$ cat src/rtl/eth_arp_payload_tx.sv
// ARP reply payload serializer: 28-byte body plus optional zero pad, one byte per aclk after the start pulse.
// Latency: first byte one cycle after start; no backpressure, starts while busy are dropped.
module eth_arp_payload_tx #(
  parameter logic [15:0] OPER_CODE = 16'h0002,
  parameter int          PAD_EN    = 1,
  parameter int          PAD_LEN   = 18
) (
  input  logic        aclk,
  input  logic        aresetn,
  input  logic        eth_header_arp_valid_done,
  input  logic [47:0] mac_s_addr,
  input  logic [31:0] ip_s_addr,
  input  logic [47:0] mac_d_addr,
  input  logic [31:0] ip_d_addr,
  output logic [7:0]  data_out,
  output logic        data_valid,
  output logic        busy,
  output logic        arp_payload_done
);

  typedef enum logic [2:0] {
    S_IDLE, S_FIXED, S_SHA, S_SPA, S_THA, S_TPA, S_PAD
  } state_t;

  localparam logic [63:0] C_FIXED  = {16'h0001, 16'h0800, 8'h06, 8'h04, OPER_CODE};
  localparam bit          HAS_PAD  = (PAD_EN != 0) && (PAD_LEN > 0);
  localparam logic [5:0]  PAD_LAST = (PAD_LEN > 0) ? 6'(PAD_LEN - 1) : 6'd0;

  state_t      r_state, w_state_nxt;
  logic [5:0]  r_cnt, w_cnt_nxt;
  logic [63:0] r_fixed;
  logic [47:0] r_sha, r_tha;
  logic [31:0] r_spa, r_tpa;
  logic        w_start;
  logic [7:0]  w_byte;
  logic        w_last;

  assign w_start = eth_header_arp_valid_done && (r_state == S_IDLE);

  // State, counter, field shift registers and registered outputs
  always_ff @(posedge aclk) begin
    if (!aresetn) begin
      r_state          <= S_IDLE;
      r_cnt            <= 6'd0;
      r_fixed          <= 64'd0;
      r_sha            <= 48'd0;
      r_spa            <= 32'd0;
      r_tha            <= 48'd0;
      r_tpa            <= 32'd0;
      data_out         <= 8'h00;
      data_valid       <= 1'b0;
      busy             <= 1'b0;
      arp_payload_done <= 1'b0;
    end else begin
      r_state          <= w_state_nxt;
      r_cnt            <= w_cnt_nxt;
      data_out         <= w_byte;
      data_valid       <= (w_state_nxt != S_IDLE);
      busy             <= (w_state_nxt != S_IDLE);
      arp_payload_done <= w_last;
      if (w_start) begin
        // Byte 0 goes out this edge straight from the constant, so load it pre-shifted
        r_fixed <= {C_FIXED[55:0], 8'h00};
        r_sha   <= mac_s_addr;
        r_spa   <= ip_s_addr;
        r_tha   <= mac_d_addr;
        r_tpa   <= ip_d_addr;
      end else begin
        if (w_state_nxt == S_FIXED) r_fixed <= r_fixed << 8;
        if (w_state_nxt == S_SHA)   r_sha   <= r_sha << 8;
        if (w_state_nxt == S_SPA)   r_spa   <= r_spa << 8;
        if (w_state_nxt == S_THA)   r_tha   <= r_tha << 8;
        if (w_state_nxt == S_TPA)   r_tpa   <= r_tpa << 8;
      end
    end
  end

  always_comb begin
    w_state_nxt = r_state;
    w_cnt_nxt   = r_cnt + 6'd1;
    case (r_state)
      S_IDLE:  if (w_start)            w_state_nxt = S_FIXED;
      S_FIXED: if (r_cnt == 6'd7)      w_state_nxt = S_SHA;
      S_SHA:   if (r_cnt == 6'd5)      w_state_nxt = S_SPA;
      S_SPA:   if (r_cnt == 6'd3)      w_state_nxt = S_THA;
      S_THA:   if (r_cnt == 6'd5)      w_state_nxt = S_TPA;
      S_TPA:   if (r_cnt == 6'd3)      w_state_nxt = HAS_PAD ? S_PAD : S_IDLE;
      S_PAD:   if (r_cnt == PAD_LAST)  w_state_nxt = S_IDLE;
      default:                         w_state_nxt = S_IDLE;
    endcase
    if ((w_state_nxt != r_state) || (r_state == S_IDLE))
      w_cnt_nxt = 6'd0;
  end

  // Byte and done flag are computed for the state being entered, then registered
  always_comb begin
    w_byte = 8'h00;
    case (w_state_nxt)
      S_FIXED: w_byte = (r_state == S_IDLE) ? C_FIXED[63:56] : r_fixed[63:56];
      S_SHA:   w_byte = r_sha[47:40];
      S_SPA:   w_byte = r_spa[31:24];
      S_THA:   w_byte = r_tha[47:40];
      S_TPA:   w_byte = r_tpa[31:24];
      default: w_byte = 8'h00;
    endcase
    w_last = ((w_state_nxt == S_TPA) && (w_cnt_nxt == 6'd3) && !HAS_PAD) ||
             ((w_state_nxt == S_PAD) && (w_cnt_nxt == PAD_LAST));
  end

endmodule

$ cat config.mk
export PLATFORM = sky130hd
export DESIGN_NAME = eth_arp_payload_tx
export DESIGN_NICKNAME = d
export VERILOG_FILES = /design/src/rtl/eth_arp_payload_tx.sv
export SDC_FILE = /design/constraint.sdc
export NUM_CORES = 1
export LEC_CHECK = 0
export BUFFER_PORTS_ARGS = -buffer_cell sky130_fd_sc_hd__buf_4
export CAP_MARGIN = 5
export CORE_ASPECT_RATIO = 2
export CORE_MARGIN = 8
export CORE_UTILIZATION = 45
export CTS_CLUSTER_SIZE = 14
export DETAILED_ROUTE_END_ITERATION = 8
export PLACE_DENSITY = 0.71
export REMOVE_ABC_BUFFERS = 1
export SYNTH_ARGS = -nofsm -noshare
export SYNTH_HDL_FRONTEND = slang
export SYNTH_SLANG_ARGS = --single-unit
$ cat constraint.sdc
create_clock -name aclk -period 2.4 [get_ports aclk]
set_clock_uncertainty 0.05 [all_clocks]
set_input_delay 0.24 -clock aclk [delete_from_list [all_inputs] [get_ports aclk]]
set_output_delay 0.24 -clock aclk [all_outputs]
set_load 0.01 [all_outputs]
---- Word level (Yosys, flattened, before mapping) ----
Index checks and enable logic that the tools add are counted.
word-level totals
  flip-flop bits (word level) ............. 194
  logic and storage cells ................. 63
cells by class
  equality and inequality tests ........... 18
  reductions and logical operators ........ 11
  bitwise gates (word level) .............. 1
  muxes and demuxes ....................... 21
  $add $sub $neg .......................... 1
operator list
  kind                 number
  $mux 48              4
  $mux 32              4
  $mux 57              2
  $pmux 8 s5           1
  $mux 3               7
  $pmux 3 s7           1
  $eq 3x3->1 const B   6
  $eq 3x2->1 const B   4
  $eq 6x3->1 const B   2
  $eq 6x5->1 const B   2
  $reduce_bool 2->1    5
  $add 6x1->6 const B  1
  $eq 3x1->1 const B   2
  $eq 6x2->1 const B   1
  $mux 6               1
  $mux 4               1
  $logic_not 3->1      1
  $ne 3x3->1           1
  $reduce_bool 3->1    1
  $logic_and 1x1->1    2
  $reduce_or 2->1      1
  $logic_or 1x1->1     1
  $not 1->1            1

---- Depth between registers and ports, before layout ----
Gate-level depths: netlist of run 1.
  word-level depth ........................ 9
  depth in mapped cells ................... 11
  gate-level depth less buffers ........... 8

---- Worst setup path before layout of run 1 ----
OpenSTA, ideal clock, no wires.
  path type ............................... flip-flop to flip-flop
  from .................................... register r_cnt[0]
  to ...................................... register r_tha[15]
  arrival time ............................ 2.248 ns
  cell stages (with the launch flop) ...... 10
  library setup time ...................... 0.086 ns
  data required time ...................... 2.264 ns
  clock period less this slack ............ 2.383 ns
  buffers on the path ..................... 2
  setup slack ............................. 0.017 ns
  path through ............................ dfxtp_1 > ha_1 > or4b_4 > nor3_2 > a22o_1 > nand2_1 > buf_2 > buf_4 > mux2i_1 > a211oi_1
on the way
  longest elaborated chain between the ends .. 5
  elaborated cells on any way between the ends .. 13
  classes of those cells .................. eq/ne (5); mux (7); reduce/logical (1)
RTL lines
  what                                      line  RTL
  start: declaration                        30    logic [5:0] r_cnt, w_cnt_nxt;
  start signal: assignment                  56    r_cnt <= w_cnt_nxt;
  $eq 6x5->1, or another cell as far along  88    S_PAD: if (r_cnt == PAD_LAST) w_state_nxt = S_IDLE;
  $mux 3, or another cell as far along      88
  $pmux 3 s7 *                              81    case (r_state)
  $eq 3x3->1 *                              72    if (w_state_nxt == S_THA) r_tha <= r_tha << 8;
  $reduce_bool 2->1 (no line) *             -
  end signal: assignment                    66    r_tha <= mac_d_addr;
  end signal: assignment                    72
  end: declaration                          32    logic [47:0] r_sha, r_tha;
Mark *: on every way between the ends. The rest lies on a longest branch, timed or not.
A chain may end at the register's enable or synchronous reset.

---- Final worst setup path of run 1 ----
  from .................................... register r_cnt[1]
  to ...................................... register r_sha[13]
on the way
  longest elaborated chain between the ends .. 5
  elaborated cells on any way between the ends .. 13
  classes of those cells .................. eq/ne (5); mux (7); reduce/logical (1)
RTL lines
  what                                      line  RTL
  $eq 6x5->1, or another cell as far along  88
  $mux 3, or another cell as far along      88
  $pmux 3 s7 *                              81
  $eq 3x2->1 *                              70    if (w_state_nxt == S_SHA) r_sha <= r_sha << 8;
  $reduce_bool 2->1 (no line) *             -
  end signal: assignment                    64    r_sha <= mac_s_addr;
  end signal: assignment                    70
  end: declaration                          32
Marked as above.

==> results.md, run 1 <==
* Outcome: complete, but fails checks
* Failing checks: negative setup slack
* GRT Total Usage at 20.5%
* Synthesized instance count at 989
* RSZ-0062 raised after global routing: true
* Syn. warnings at 0
* Startpoint class of the critical path: flip-flop
* Synth area leader: dfxtp_1
* Fraction of registers with async set/reset at 0%
* Vias in the first global route at 7,630
* Setup crit start: r_cnt[1]$_SDFF_PN0_
* Final min period at 2.53 ns
* Pre-CTS WS at -0.0409 ns
* Final Setup Violations at 34
* FF+latch count, synth at 190
* Synth area leaders: dfxtp_1 (46%), nand2_1 (8.3%), mux2i_1 (7.9%)
* Final Hold Viols at 0
* Final period utilization at 105%
* Layout Nets at 1,338
* DR pass1 iterations at 5
* Worst Reg-to-Reg Cells at 10
* Core Rows at 70
* Critical Path RT at 2.68 ns
* Crit path to: r_sha[13]$_SDFFE_PN0P_
* Via count at 7,849
* Max_cap viols at 0
* Drt wl/cell at 17.6 um
* Cell Chain, Critical Path: ha_4 > or4b_4 > o211ai_1 > nand3_1 > buf_4 > nor3_4 > buf_6 > clkbuf_16 > nand2_2 > a31oi_1
* Tot Pwr at 7310 uW
* First-pass GRT wire length at 38.4 mm
* Count leader, synth: dfxtp_1
* Share of cells above drive strength 1 at 25.3%
* Die X at 112 um
* Crit path DAT at 2.82 ns
* CTS tree: built
* Worst r2r src: r_cnt[1]$_SDFF_PN0_
* Syn avg cell area at 8.36 um2
* Placed standard-cell area at 0.0100 mm2
* Number of flops mapped to enable cells by yosys at 0
* Synth top area share at 46.0%
* Clock latency on the worst-skew pair at 0.43 ns
* Register area at 0.00381 mm2
* DRC viols at 0
* Core outline area at 0.0181 mm2
* Slew at the pin with the worst max-slew slack at 0.715 ns
* 1st-iter DRT viols at 473
* DIE AREA at 0.0232 mm2
* Synthesized area at 0.00827 mm2
* Leakage at 0.00480 uW
* Critical Path Fanout Max at 5
* Syn-to-layout area delta at 34.8%
* Fmax at 395 MHz
* Max clock buf depth at 2
* Final Hold Slack at 0.00956 ns
* Multi-input gate area at 0.00418 mm2
* Worst-path clk slew at 0.07 ns
* Top post-synthesis cells by count: dfxtp_1 (190), nand2_1 (183), nor2_1 (109), mux2i_1 (65), a211oi_1 (64)
* Port Buf Inserts at 173
* Routed Antenna Nets at 0
* Max H-tree Level at 4
* Final non-filler cell area at 0.0111 mm2
* Synth unique cells at 50
* Initial antenna violation count at 3
* Starting Density at 45.6%
* Hold Crit Class: in2reg
* Final WL at 24.8 mm
* VDD IR max at 0.473 mV
* GRT Residual Overflow at 0
* CP Capture Type: flip-flop
* Slew margin rel. at 52.3%
* Die height at 208 um
* RR Endpoint: r_sha[13]$_SDFFE_PN0P_
* I/O pins at 174
* R2R setup slack at -0.13 ns
* Fill count at 1,597
* PD cells at 656 mW/mm2
* Max incr delay on CP at 0.51 ns
* Post-DP HPWL at 17.0 mm
* CTS root buffer: clkbuf_16
* Setup slack after layout at -0.131 ns
* Num CTS Buffers at 17
* Clock Sinks at 190
* Routability Congestion at 0.995
* Max-slew violation total from the final report at 0
* Post-synthesis sequential area ratio at 46.0%
* Critical-path top delay cell: or4b_4
* Synth Flop Type: dfxtp_1
* Final Util at 61.4%
* Kind of critical path: reg2reg
* Vias per std cell at 5.59
* Largest net degree at the start of global routing at 87
==> critical path, delay by kind of cell (launching register included) <==
family	cells	cell delay [ns]
flops	1	0.37
buf+inv	3	0.49
simple gates	4	0.92
fa+ha+maj	1	0.14
compound gates	2	0.47
==> repair_timing <==
| item | in CTS | in global routing |
|---|---|---|
| gates cloned | 1 | 4 |
| setup buffers | 1 | 2 |
| endpoints found under the setup margin | 40 | 60 |
| resized for setup | 2 | 29 |
| pin swaps | 1 | 38 |
| hold buffers | 24 | 0 |
| endpoints found under the hold margin | 24 | 0 |
==> cell usage in the layout (no fill, tap or decap), drive strengths merged, types with 4 or more instances in the layout <==
cell | Yosys | layout
a211oi | 64 | 64
nand2 | 183 | 183
o211ai | 6 | 6
a311oi | 24 | 24
mux2i | 65 | 65
clkbuf | 62 | 22
clkinv | 0 | 4
o21ai | 58 | 58
and3 | 6 | 6
a21oi | 49 | 49
nor2 | 109 | 109
inv | 5 | 13
nand3 | 45 | 45
dlygate4sd3 | 0 | 24
a21o | 6 | 6
a21bo | 4 | 4
dfxtp | 190 | 190
buf | 26 | 225
a22oi | 9 | 9
a31oi | 43 | 43
==> kinds of logic (layout without fill, tap and decap cells) <==
kind of cell / count (synthesis) / count (layout) / share of synthesized area [%]
other: 0 / 3 / 0
XOR/XNOR: 5 / 5 / 0.530
flip-flops: 190 / 190 / 46.0
buffers and inverters: 93 / 290 / 5.09
AND/OR/NAND/NOR: 358 / 358 / 18.2
AO/OA/AOI/OAI: 274 / 274 / 21.8
adder cells (fa/ha/maj): 3 / 3 / 0.424
multiplexers: 66 / 66 / 8.01
==> per-stage QoR <==
stage / TNS [ns] / std cells
2_1_floorplan: -670.31 / 901
3_3_place_gp: 0 / 1338
3_5_place_dp: -0.754 / 1338
4_1_cts: -0.279 / 1396
5_1_grt: -6.04 / 1405
6_report: -1.24 / 1405
==> worst min path at each step <==
stage	depth (start not counted)	to	start	slack (ns)
floorplan	2	r_sha[0]$_SDFFE_PN0P_	mac_s_addr[0]	0.33
global placement	2	r_fixed[50]$_SDFFE_PP0P_	r_fixed[42]$_SDFFE_PP0P_	0.38
detailed placement	2	r_fixed[25]$_SDFFE_PP0P_	r_fixed[25]$_SDFFE_PP0P_	0.40
CTS	3	r_tha[1]$_SDFFE_PN0P_	mac_d_addr[1]	0.001
global route	3	r_sha[4]$_SDFFE_PN0P_	mac_s_addr[4]	0.01
finish	3	r_spa[7]$_SDFFE_PN0P_	ip_s_addr[7]	0.01
==> flip-flops by register name, indices dropped and copies added (netlist names), 3 cells and up <==
name / count
r_state: 3
r_fixed: 11
r_sha: 48
data_out: 8
r_tpa: 32
r_spa: 32
r_tha: 48
r_cnt: 6
==> cell type report <==
| class | instances | share of cell area (%) |
|---|---|---|
| clock inverter | 14 | 1.54 |
| multi-input combinational | 706 | 37.5 |
| sequential | 190 | 34.2 |
| timing repair buffer | 253 | 20.1 |
| clock buffer | 18 | 3.94 |
| antenna | 3 | 0.0674 |
| inverter | 5 | 0.191 |
| tap | 216 | 2.43 |
==> report_power, final <==
| group | total (uW) | switching, uW | internal [uW] |
|---|---|---|---|
| clock network | 2930 | 1320 | 1610 |
| logic | 879 | 432 | 447 |
| registers | 3500 | 135 | 3370 |
==> layer usage <==
layer,up-vias,share of wire (%),GRT usage (%)
li1,3883,-,-
met1,3659,37,20.8
met2,241,54,37.3
met3,66,4.7,4.11
met4,0,5.2,13.2
met5,-,0,0
Power figures use the tool's default switching activity.
==> inputs of run 2 (changes only) <==
CORE_UTILIZATION = 50   (was 45)
PLACE_DENSITY = 0.75   (was 0.71)
clock period = 2.6 ns   (was 2.4 ns; I/O delays follow)
==> run 2 against run 1 <==
- setup slack better by 0.28 ns
- the run now ends clean
- critical endpoint is now r_sha[23]$_SDFFE_PN0P_
- combinational power down 14%
- sequential power down 7.7%
- via count down 2.9%
- wire length down 4.2%
- non-clock buffer count down 43
- global-route usage up 1.2 points
- first-iteration DRC count down 12%
==> results.md, run 2 (synthesis gave the netlist of run 1 again) <==
* Register area at 0.00381 mm2 (about the same)
* 1st-iter DRT viols at 418 (was 473)
* Critical Path Fanout Max at 10 (was 5)
* Final min period at 2.45 ns (was 2.53 ns)
* Starting Density at 50.8% (was 45.6%)
* I/O pins at 174 (unchanged)
* Logic pwr share at 11.6% (was 12.0%)
* Max-slew violation total from the final report at 0 (unchanged)
* Share of total power in sequential cells at 49.5% (was 47.9%)
* Die X at 107 um (was 112 um)
* Largest net degree at the start of global routing at 122 (was 87)
* Critical-path top delay cell: or4b_4 (unchanged)
* Via count at 7,622 (was 7,849)
* Post-DP HPWL at 16.7 mm (was 17.0 mm)
* Final WL at 23.7 mm (was 24.8 mm)
* Vias per std cell at 5.65 (was 5.59)
* Routability Congestion at 0.966 (was 0.995)
* CTS tree: built (unchanged)
* Hold Crit Class: in2reg (unchanged)
* Die height at 198 um (was 208 um)
* GRT Residual Overflow at 0 (unchanged)
* Max incr delay on CP at 0.51 ns (about the same)
* TNS Setup at 0 ns (was -1.24 ns)
* Drt wl/cell at 17.6 um (about the same)
* DR pass1 iterations at 5 (unchanged)
* Cell Chain, Critical Path: ha_4 > or4b_4 > nor3_4 > o21bai_2 > nor3_4 > buf_12 > clkbuf_16 > nand2_1 > a31oi_1 (was ha_4 > or4b_4 > o211ai_1 > nand3_1 > buf_4 > nor3_4 > buf_6 > clkbuf_16 > nand2_2 > a31oi_1)
* Net Sw Power at 1760 uW (was 1890 uW)
* Slew at the pin with the worst max-slew slack at 0.583 ns (was 0.715 ns)
* Fill count at 1,428 (was 1,597)
* Most common cell after layout, fill and taps aside: buf_4 (unchanged)
* Stages on the worst setup path at 9 (was 10)
* Startpoint class of the critical path: flip-flop (unchanged)
* Leakage at 0.00447 uW (was 0.00480 uW)
* CTS root buffer: clkbuf_16 (unchanged)
* Core Rows at 66 (was 70)
* Clock latency on the worst-skew pair at 0.44 ns (was 0.43 ns)
* Sw Share at 27.0% (was 25.8%)
* Port Buf Inserts at 173 (unchanged)
* CP delay by family, top: simple AND/OR/NAND/NOR gates (unchanged)
* Final Hold Viols at 0 (unchanged)
* Slew margin rel. at 61.0% (was 52.3%)
* Vias in the first global route at 7,464 (was 7,630)
* Final period utilization at 94.3% (was 105%)
* Final Setup Violations at 0 (was 34)
* DIE AREA at 0.0212 mm2 (was 0.0232 mm2)
* Max H-tree Level at 4 (unchanged)
* Routed Antenna Nets at 0 (unchanged)
* Worst-path clk slew at 0.08 ns (was 0.07 ns)
* Syn-to-layout area delta at 27.0% (was 34.8%)
* Fmax at 408 MHz (was 395 MHz)
* Buf/Inv on CP at 2 (was 3)
* Final Util at 64.5% (was 61.4%)
* GRT Total Usage at 21.7% (was 20.5%)
* Top Registers: r_sha (48), r_tha (48) (unchanged)
* First-pass GRT wire length at 37.1 mm (was 38.4 mm)
* Clock Sinks at 190 (unchanged)
* CP Capture Type: flip-flop (unchanged)
* Internal cell power at 4760 uW (was 5420 uW)
* Initial antenna violation count at 1 (was 3)
* CP most frequent cell: nor3_4
* DRC viols at 0 (unchanged)
* Clock share of power at 38.9% (was 40.1%)
* Crit path DAT at 2.76 ns (was 2.82 ns)
* Multi-input gate area at 0.00409 mm2 (was 0.00418 mm2)
* Max_cap viols at 0 (unchanged)
* Outcome: finished clean (was complete, but fails checks)
* Kind of critical path: reg2reg (unchanged)
* VDD IR max at 0.525 mV (was 0.473 mV)
* WHS Path Cells at 3 (unchanged)
* Worst Reg-to-Reg Cells at 9 (was 10)
* Num CTS Buffers at 17 (unchanged)
* Critical Path RT at 2.91 ns (was 2.68 ns)
* Layout Nets at 1,295 (was 1,338)
* Most frequent cells in the layout: buf_4 (197), dfxtp_1 (188), nand2_1 (182) (was buf_4 (207), dfxtp_1 (188), nand2_1 (169))
* PD cells at 621 mW/mm2 (was 656 mW/mm2)
* Core outline area at 0.0163 mm2 (was 0.0181 mm2)
* Max clock buf depth at 2 (unchanged)
* Share of cells above drive strength 1 at 23.0% (was 25.3%)
* Final Hold Slack at 0.0113 ns (was 0.00956 ns)
run 2: area by class of cell:
| cell class | instances | area share [%] |
|---|---|---|
| multi-input combinational | 706 | 39.0 |
| sequential | 190 | 36.3 |
| timing repair buffer | 210 | 16.6 |
| clock buffer | 18 | 4.09 |
| tap | 204 | 2.43 |
| clock inverter | 14 | 1.41 |
| inverter | 5 | 0.203 |
| antenna | 1 | 0.0238 |
run 2: path summary, 6_finish.rpt:
check / slack (ns) / from / endpoint
setup / recovery: 0.15 / r_cnt[1]$_SDFF_PN0_ / r_sha[23]$_SDFFE_PN0P_
hold / removal: 0.01 / mac_d_addr[4] / r_tha[4]$_SDFFE_PN0P_
setup reg to reg: 0.15 / r_cnt[1]$_SDFF_PN0_ / r_sha[23]$_SDFFE_PN0P_
hold reg to reg: 0.40 / r_fixed[34]$_SDFFE_PN0P_ / r_fixed[42]$_SDFFE_PP0P_
run 2: power by group through the flow:
stage,clock network [uW],logic (uW),registers [uW]
2_1_floorplan,0,431,3250
3_5_place_dp,0,756,3290
5_1_grt,2690,841,3250
4_1_cts,2580,759,3230
3_3_place_gp,0,741,3290
6_report,2540,755,3230
run 2: repair_timing:
action	4_1_cts	5_1_grt
endpoints found under the setup margin	0	58
hold buffers	0	0
buffers inserted	0	1
resized for setup	0	6
run 2: per-stage QoR:
step	cells	area (um2)	setup slack [ns]	power, uW
after global placement	1311	9810	0.120	4030
final	1348	10500	0.149	6520
after floorplan	901	7870	-5.63	3680
after detailed placement	1311	9810	0.0705	4050
after CTS	1343	10400	0.0557	6560
after global routing	1348	10500	-0.00501	6780
run 2: worst reg2reg max path, stage by stage (launching register included):
cell       delay [ns]
dfxtp_2          0.37
ha_4             0.16
or4b_4           0.51
nor3_4           0.28
o21bai_2         0.15
nor3_4           0.32
buf_12           0.17
clkbuf_16        0.16
nand2_1          0.06
a31oi_1          0.17
run 2: routing by layer:
metal	track usage, %	wire [um]	vias up
li1	-	-	3798
met1	23.2	8900	3542
met2	39.5	12900	216
met3	3.97	967	66
met4	11.0	971	0
met5	0	0	-
==> inputs of run 3 (changes only) <==
CORE_UTILIZATION = 55   (was 50)
PLACE_DENSITY = 0.81   (was 0.75)
==> run 3 against run 2 <==
- fmax down 0.94%
- cell count down 0.52%
- non-clock buffer count grew 2
- hold slack improved by 0.0047 ns
- sequential share of layout area is essentially flat
- critical path depth down 1
- setup slack got worse by 0.023 ns
==> results.md, run 3 (synthesis gave the netlist of run 1 again) <==
* Outcome: finished clean (unchanged)
* Die height at 189 um (was 198 um)
* Clock Sinks at 190 (unchanged)
* Max incr delay on CP at 0.52 ns (was 0.51 ns)
* Final Setup Violations at 0 (unchanged)
* Die X at 103 um (was 107 um)
* Placed standard-cell area at 0.00985 mm2 (was 0.00981 mm2)
* Crit path DAT at 2.77 ns (was 2.76 ns)
* Num CTS Buffers at 17 (unchanged)
* GRT Residual Overflow at 0 (unchanged)
* CTS root buffer: clkbuf_16 (unchanged)
* Final Util at 71.2% (was 64.5%)
* Vias per std cell at 5.68 (was 5.65)
* Layout Nets at 1,297 (was 1,295)
* DR pass1 iterations at 7 (was 5)
* Drt wl/cell at 17.7 um (was 17.6 um)
* VDD IR max at 0.438 mV (was 0.525 mV)
* Most frequent cells in the layout: buf_4 (200), dfxtp_1 (189), nand2_1 (182) (was buf_4 (197), dfxtp_1 (188), nand2_1 (182))
* CTS tree: built (unchanged)
* PD cells at 625 mW/mm2 (was 621 mW/mm2)
* Max clock buf depth at 2 (unchanged)
* I/O pins at 174 (unchanged)
* Leakage at 0.00450 uW (was 0.00447 uW)
* Kind of critical path: reg2reg (unchanged)
* Final non-filler cell area at 0.0105 mm2 (about the same)
* CP most frequent cell: nor3_4 (unchanged)
* DIE AREA at 0.0194 mm2 (was 0.0212 mm2)
* Tot Pwr at 6550 uW (was 6520 uW)
* R2R setup slack at 0.13 ns (was 0.15 ns)
* Final WL at 23.7 mm (about the same)
* Share of cells above drive strength 1 at 23.2% (was 23.0%)
* Pre-CTS WS at 0.0834 ns (was 0.0705 ns)
* Worst r2r src: r_cnt[1]$_SDFF_PN0_ (unchanged)
* First-pass GRT wire length at 37.2 mm (was 37.1 mm)
* Core Rows at 63 (was 66)
* Max H-tree Level at 4 (unchanged)
* Via count at 7,620 (was 7,622)
* CP delay by family, top: simple AND/OR/NAND/NOR gates (unchanged)
* Crit path to: r_sha[28]$_SDFFE_PN0P_ (was r_sha[23]$_SDFFE_PN0P_)
* CP Capture Type: flip-flop (unchanged)
* Core outline area at 0.0147 mm2 (was 0.0163 mm2)
* Critical-path top delay cell: or4b_4 (unchanged)
* Hold Crit Start: ip_s_addr[7] (was mac_d_addr[4])
* Worst Reg-to-Reg Cells at 8 (was 9)
* Fin cells at 1,341 (was 1,348)
* WHS Path Cells at 3 (unchanged)
* Buf/Inv on CP at 1 (was 2)
* Slew at the pin with the worst max-slew slack at 0.685 ns (was 0.583 ns)
* Setup crit start: r_cnt[1]$_SDFF_PN0_ (unchanged)
* Stages on the worst setup path at 8 (was 9)
* Initial antenna violation count at 1 (unchanged)
* Most common cell after layout, fill and taps aside: buf_4 (unchanged)
* Largest net degree at the start of global routing at 81 (was 122)
* Cell Chain, Critical Path: ha_2 > or4b_4 > nor3_4 > o21bai_2 > nor3_4 > buf_12 > nand2_1 > a31oi_1 (was ha_4 > or4b_4 > nor3_4 > o21bai_2 > nor3_4 > buf_12 > clkbuf_16 > nand2_1 > a31oi_1)
* Placed instance count at 1,306 (was 1,311)
* Clock latency on the worst-skew pair at 0.43 ns (was 0.44 ns)
* Final Hold Viols at 0 (unchanged)
* Routability Congestion at 0.982 (was 0.966)
* Post-DP HPWL at 16.5 mm (was 16.7 mm)
* Max-slew violation total from the final report at 0 (unchanged)
* Critical Path RT at 2.90 ns (was 2.91 ns)
* Final min period at 2.47 ns (was 2.45 ns)
* Hold Crit Class: in2reg (unchanged)
* GRT Total Usage at 24.4% (was 21.7%)
* Slew margin rel. at 54.3% (was 61.0%)
* Max_cap viols at 0 (unchanged)
* Syn-to-layout area delta at 26.9% (was 27.0%)
* RR Endpoint: r_sha[28]$_SDFFE_PN0P_ (was r_sha[23]$_SDFFE_PN0P_)
* Critical Path Fanout Max at 20 (was 10)
* Routed Antenna Nets at 0 (unchanged)
* DRC viols at 0 (unchanged)
* RSZ-0062 raised after global routing: false
* Setup slack after layout at 0.126 ns (was 0.149 ns)
* Fmax at 404 MHz (was 408 MHz)
* Vias in the first global route at 7,557 (was 7,464)
* 1st-iter DRT viols at 403 (was 418)
* Startpoint class of the critical path: flip-flop (unchanged)
* Worst-path clk slew at 0.08 ns (about the same)
* Starting Density at 56.1% (was 50.8%)
* Final period utilization at 95.1% (was 94.3%)
* Hold-fix buffers at CTS at 0 (unchanged)
* Port Buf Inserts at 173 (unchanged)
* Top Registers: r_sha (48), r_tha (48) (unchanged)
-- run 3: worst min-delay path by stage --
| stage | endpoint |
|---|---|
| 2_1_floorplan | r_sha[0]$_SDFFE_PN0P_ |
| 3_3_place_gp | r_fixed[41]$_SDFFE_PP0P_ |
| 3_5_place_dp | r_fixed[57]$_SDFFE_PP0P_ |
| 4_1_cts | r_spa[7]$_SDFFE_PN0P_ |
| 5_1_grt | r_tha[0]$_SDFFE_PN0P_ |
| 6_report | r_spa[7]$_SDFFE_PN0P_ |
-- run 3: timing repair --
item                                    CTS  global route
endpoints found under the setup margin    0            59
endpoints found under the hold margin     0             0
resized for setup                         0             6
setup buffers                             0             1
-- run 3: worst min-delay path: stages --
cell	delay, ns
buf_4	0.11
nand2_1	0.04
a21oi_1	0.05
-- run 3: metrics by stage --
step / hold WS, ns / setup TNS [ns]
after floorplan: 0.346 / -635.64
after global placement: 0.391 / 0
after detailed placement: 0.395 / 0
after CTS: 0.00738 / 0
after global routing: 0.0113 / 0
final: 0.0160 / 0
-- run 3: layout make-up --
type                       count  area (um2)
sequential                   190        3800
inverter                       5        21.3
clock inverter                13         149
antenna                        1        2.50
multi-input combinational    706        4080
fill                        1186        4250
tap                          195         244
timing repair buffer         212        1750
clock buffer                  19         443
-- run 3: per-layer routing --
| metal | up-vias | global-route usage [%] | wire [um] |
|---|---|---|---|
| li1 | 3803 | - | - |
| met1 | 3535 | 25.8 | 8910 |
| met2 | 217 | 42.2 | 12400 |
| met3 | 65 | 5.04 | 1180 |
| met4 | 0 | 15.4 | 1200 |
| met5 | - | 0 | 0 |
-- run 3: power breakdown --
group / total (uW) / switching (uW) / internal [uW]
Sequential: 3230 / 119 / 3110
Clock: 2560 / 1250 / 1310
Combinational: 765 / 386 / 378
